**src/rtl/pipe_field.sv**
```systemverilog
// Scrolling pipe field for the Flappy Bird game: spawns gapped pipes, detects collisions, keeps score.
// Optional macro PIPE_FIELD_SPEEDUP_EN adds a scroll divider whose period shrinks as the score rises.
//
// state  | meaning
// IDLE   | waiting for key, field empty
// RUN    | pipes scroll on tick, collision checked every clk
// OVER   | everything frozen until a key rising edge
module pipe_field #(
  parameter int          COLS    = 8,
  parameter int          GAP     = 3,
  parameter int          SPACING = 4,
  parameter logic [15:0] SEED    = 16'hACE1
) (
  input  logic                 clk,
  input  logic                 reset,
  input  logic                 tick,
  input  logic                 key,
  input  logic [15:0]          bird_lights,
  output logic [COLS*16-1:0]   pipes,
  output logic [7:0]           score,
  output logic                 running,
  output logic                 game_over
);

  localparam logic [1:0]  S_IDLE     = 2'd0;
  localparam logic [1:0]  S_RUN      = 2'd1;
  localparam logic [1:0]  S_OVER     = 2'd2;
  localparam logic [3:0]  SPAWN_LAST = 4'(SPACING + 1);
  localparam logic [3:0]  GAP_MAX    = 4'(16 - GAP);
  localparam logic [15:0] GAP_ONES   = 16'((1 << GAP) - 1);

  logic [1:0]  state, state_next;
  logic [15:0] lfsr;
  logic        lfsr_fb;
  logic        key_q;
  logic [3:0]  spawn_cnt, gap_lo, gap_pick, gap_use;
  logic [15:0] col0, col1, wall_mask, new_col;
  logic        hit, scroll, scroll_ok, cleared, run_entry;

  assign col0      = pipes[15:0];
  assign col1      = pipes[31:16];
  assign hit       = (state == S_RUN) && ((|(bird_lights & col0)) || (bird_lights == 16'h0001));
  assign cleared   = (col0 != 16'h0000) && (col1 == 16'h0000);
  assign run_entry = (state == S_IDLE) && key;
  assign scroll    = (state == S_RUN) && tick && !hit && scroll_ok;
  assign lfsr_fb   = lfsr[0] ^ lfsr[2] ^ lfsr[3] ^ lfsr[5];

  // Fold the random nibble back so the whole gap fits inside the 16 rows.
  assign gap_pick  = (lfsr[3:0] > GAP_MAX) ? (lfsr[3:0] - GAP_MAX) : lfsr[3:0];
  assign gap_use   = (spawn_cnt == 4'd0) ? gap_pick : gap_lo;
  assign wall_mask = ~(GAP_ONES << gap_use);
  assign new_col   = (spawn_cnt <= 4'd1) ? wall_mask : 16'h0000;

  always_comb begin
    state_next = state;
    case (state)
      S_IDLE:  if (key) state_next = S_RUN;
      S_RUN:   if (hit) state_next = S_OVER;
      S_OVER:  if (key && !key_q) state_next = S_IDLE;
      default: state_next = S_IDLE;
    endcase
  end

  always_ff @(posedge clk) begin
    if (reset) begin
      state     <= S_IDLE;
      running   <= 1'b0;
      game_over <= 1'b0;
      lfsr      <= SEED;
      key_q     <= 1'b0;
      pipes     <= '0;
      score     <= 8'd0;
      spawn_cnt <= 4'd0;
      gap_lo    <= 4'd0;
    end else begin
      state     <= state_next;
      running   <= (state_next == S_RUN);
      game_over <= (state_next == S_OVER);
      lfsr      <= {lfsr_fb, lfsr[15:1]};
      key_q     <= key;
      if (run_entry) begin
        score     <= 8'd0;
        spawn_cnt <= 4'd0;
      end
      if ((state == S_OVER) && (state_next == S_IDLE))
        pipes <= '0;
      if (scroll) begin
        pipes     <= {new_col, pipes[COLS*16-1:16]};
        spawn_cnt <= (spawn_cnt == SPAWN_LAST) ? 4'd0 : spawn_cnt + 4'd1;
        if (spawn_cnt == 4'd0)
          gap_lo <= gap_pick;
        if (cleared && (score != 8'hFF))
          score <= score + 8'd1;
      end
    end
  end

`ifdef PIPE_FIELD_SPEEDUP_EN
  logic [2:0] period, period_next, div_cnt;

  // Period drops when this scroll's score increment lands on a multiple of 8.
  assign period_next = (cleared && (score != 8'hFF) && (score[2:0] == 3'd7) && (period > 3'd1))
                       ? period - 3'd1 : period;
  assign scroll_ok   = (div_cnt == 3'd0);

  always_ff @(posedge clk) begin
    if (reset) begin
      period  <= 3'd4;
      div_cnt <= 3'd0;
    end else if (run_entry) begin
      period  <= 3'd4;
      div_cnt <= 3'd0;
    end else if ((state == S_RUN) && tick && !hit) begin
      if (div_cnt != 3'd0) begin
        div_cnt <= div_cnt - 3'd1;
      end else begin
        period  <= period_next;
        div_cnt <= period_next - 3'd1;
      end
    end
  end
`else
  assign scroll_ok = 1'b1;
`endif

endmodule

```
**config.mk**
```make
export PLATFORM = sky130hd
export DESIGN_NAME = pipe_field
export DESIGN_NICKNAME = d
export VERILOG_FILES = /design/src/rtl/pipe_field.sv
export SDC_FILE = /design/constraint.sdc
export NUM_CORES = 1
export LEC_CHECK = 0
export CAP_MARGIN = 10
export CORE_AREA = 2 2 115 117
export CTS_BUF_LIST = sky130_fd_sc_hd__clkbuf_2
export CTS_CLUSTER_DIAMETER = 120
export DETAILED_ROUTE_END_ITERATION = 10
export DIE_AREA = 0 0 117 119
export GPL_ROUTABILITY_DRIVEN = 0
export PLACE_DENSITY = 0.8
export RECOVER_POWER = 25
export SLEW_MARGIN = 40
export SYNTH_ARGS = -nofsm -noshare
export SYNTH_HDL_FRONTEND = slang
export SYNTH_SLANG_ARGS = --single-unit
```
**constraint.sdc**
```tcl
create_clock -name clk -period 2.9 [get_ports clk]
set_input_delay 0.725 -clock clk [delete_from_list [all_inputs] [get_ports clk]]
set_output_delay 0.725 -clock clk [all_outputs]
set_load 0.01 [all_outputs]
```
==> qor.csv <==
metric,value,unit
synth.most_common_cell,dfxtp_1,
cp_slowest_stage_delay,1.43,ns
powerDensity,472.4,nW/um^2
cp_slowest_cell,clkbuf_1,
drc,0,
layout_min_cycle_time,2.551,ns
worst_pin_slew,2.037,ns
holdCritStartpoint,lfsr[14]$_SDFF_PP0_,
io-pin-count,158,
totalWireLength,17370,um
postSynthCellCount,678,
async_flop_share,0,%
grt_pass1_wl,27830,um
die_h,119,um
ant_nets,0,
max_freq,0.3920,GHz
synthesis.area,6172,sq um
via_count,5766,
rows,42,
design_area,8262,sq um
max_cap_viol_count,1,
path_class,input port to flop,
path_cells,"clkbuf_1, clkbuf_2, nor2_1",
dr.pass1.iters,5,
max-vdd-ir-drop,322.4,uV
placed_cells,982,
slew_violations,46,
crit_family,buffers and inverters,
grt_pass1_vias,5459,
routedWlPerCell,17.13,um
synth-edff-count,0,
ys.flop_type,dfxtp_1,
cts_resized,0,
synth.top_cell.area_share,53.52,%
cts_buffers,17,
die_x,117,um
synth_common_cells,"165 x dfxtp_1, 133 x nor2_1, 123 x a22oi_1",
fillers,1052,
insertion_delay,0.74,ns
track_usage,25.17,%
min_period_over_period,87.97,%
nets,848,
place_area,8038,sq um
syn_avg_cell_area,9.103,sq um
setup_violations,0,
startpoint,reset,
syn-num-nets,701,
viasPerCell,5.686,
gr-total-overflow,0,
rsz0062_at_grt,false,
start_util,47.94,%
clock_sinks,165,
status,finished with violations,
relSlewSlack,-35.78,%
grt_max_degree,78,
yosysUniqueCellTypes,49,
r2r-start,score[0]$_SDFF_PP0_,
pre_cts_slack,-0.1136,ns
yosysTopAreaCell,dfxtp_1,
cts_root_buffer,clkbuf_2,
synth-seq-cells,165,
finalNonFillerCells,1014,
fin_skew,0.03360,ns
design.core.area,12870,sq um
antenna_found_initial,1,
p_leak,2.877,nW
hold_class,flop to flop,
cts_hold_buf,0,
power,3.902,mW
cp_max_fo,46,
ys_seq_area_share,53.52,%
synth.area.top_cells,"dfxtp_1 54%, a22oi_1 15%, nor2_1 8.1%",
clkTransAtPathRegs,0.19,ns
drive_gt1_share,7.766,%
dieArea,13920,sq um
fin_ws,0.3489,ns
start_kind,input port,
cts.htree.levels,4,
worst_ep_arrival_time,3.15,ns
required,3.49,ns
hpwl,12180,um
port_buffers,157,
drtIter0Drc,651,
yosys_warnings,0,
violations,"max-capacitance violations, max-slew violations",
setup_tns,0,ns
timing.final.hold_violations,0,
path_buf_inv,2,
area_delta_synth_final,33.85,%
endpoint_kind,flop,
post-cts-setup-buffers,0,
clockBufferDepth,2,
cts_tree,yes,
## layout by cell type (no fill, tap or decap), drive strengths merged, types with 2 or more instances in the layout
| master | instances |
|---|---|
| nor2 | 133 |
| dlygate4sd3 | 2 |
| dfxtp | 165 |
| nor3 | 9 |
| inv | 8 |
| o211ai | 3 |
| nand2b | 7 |
| clkinv | 8 |
| nand4 | 4 |
| and4 | 2 |
| or4 | 3 |
| nand2 | 36 |
| nand4b | 2 |
| xor2 | 2 |
| a21o | 2 |
| a21oi | 19 |
| ha | 3 |
| xnor2 | 2 |
| clkdlybuf4s50 | 154 |
| o21ai | 11 |
| a32oi | 3 |
| nand3 | 22 |
| nor4 | 13 |
| a31oi | 7 |
| a22oi | 123 |
| a32o | 3 |
| nor2b | 10 |
| nor4b | 2 |
| or2 | 8 |
| mux2i | 4 |
| clkbuf | 24 |
| buf | 19 |
| bufinv | 3 |
| or3 | 8 |
## through the flow
| stage | hold WS [ns] | utilization (%) |
|---|---|---|
| 3_3_place_gp | 0.3993 | 62.43 |
| 6_report | 0.4422 | 64.17 |
| 5_1_grt | 0.4662 | 64.17 |
| 3_5_place_dp | 0.4024 | 62.43 |
| 4_1_cts | 0.3243 | 64.26 |
| 2_1_floorplan | 0.3895 | - |
## cell type report
type | count | area, sq um | share of cell area (%)
tap | 176 | 220.2 | 2.665
sequential | 165 | 3303 | 39.98
clock inverter | 11 | 135.1 | 1.636
clock buffer | 20 | 100.1 | 1.212
timing repair buffer | 179 | 1808 | 21.88
antenna | 1 | 2.502 | 0.03029
inverter | 8 | 30.03 | 0.3635
multi-input combinational | 454 | 2663 | 32.23
## registers in the layout, summed over array words and instances (netlist names)
signal     count
lfsr          16
spawn_cnt      4
score          8
running        1
game_over      1
gap_lo         4
pipes        128
state          2
key_q          1
## power by group
part           total (mW)  internal (mW)  switching (mW)
Sequential           2.34           2.31          0.0316
Clock                1.24          0.478           0.761
Combinational       0.321          0.135           0.186
Total                3.90           2.92           0.978
## worst paths after layout
path,endpoint,cells past startpoint,slack (ns)
worst min-delay path,lfsr[13]$_SDFF_PP1_,1,0.44
worst max-delay path,pipes[64]$_SDFFE_PP0P_,3,0.35
worst max register to register,score[7]$_SDFF_PP0_,7,0.35
worst min register to register,lfsr[13]$_SDFF_PP1_,1,0.44
## layer usage
layer / part of all wire [%] / up-vias / global-route usage, %
met3: 6.7 / 30 / 7.532
li1: - / 2755 / -
met1: 41 / 2770 / 31.60
met4: 2.7 / 0 / 9.779
met2: 50 / 211 / 40.43
met5: 0 / - / 0
## logic make-up after synthesis
group	share of synthesized area [%]
buf+inv	3.750
mux	0.6487
xor+xnor	0.5677
simple gates	20.05
flops	53.52
fa+ha+maj	0.6082
compound gates	20.86
Note: power is estimated with default switching activity, not from simulation.
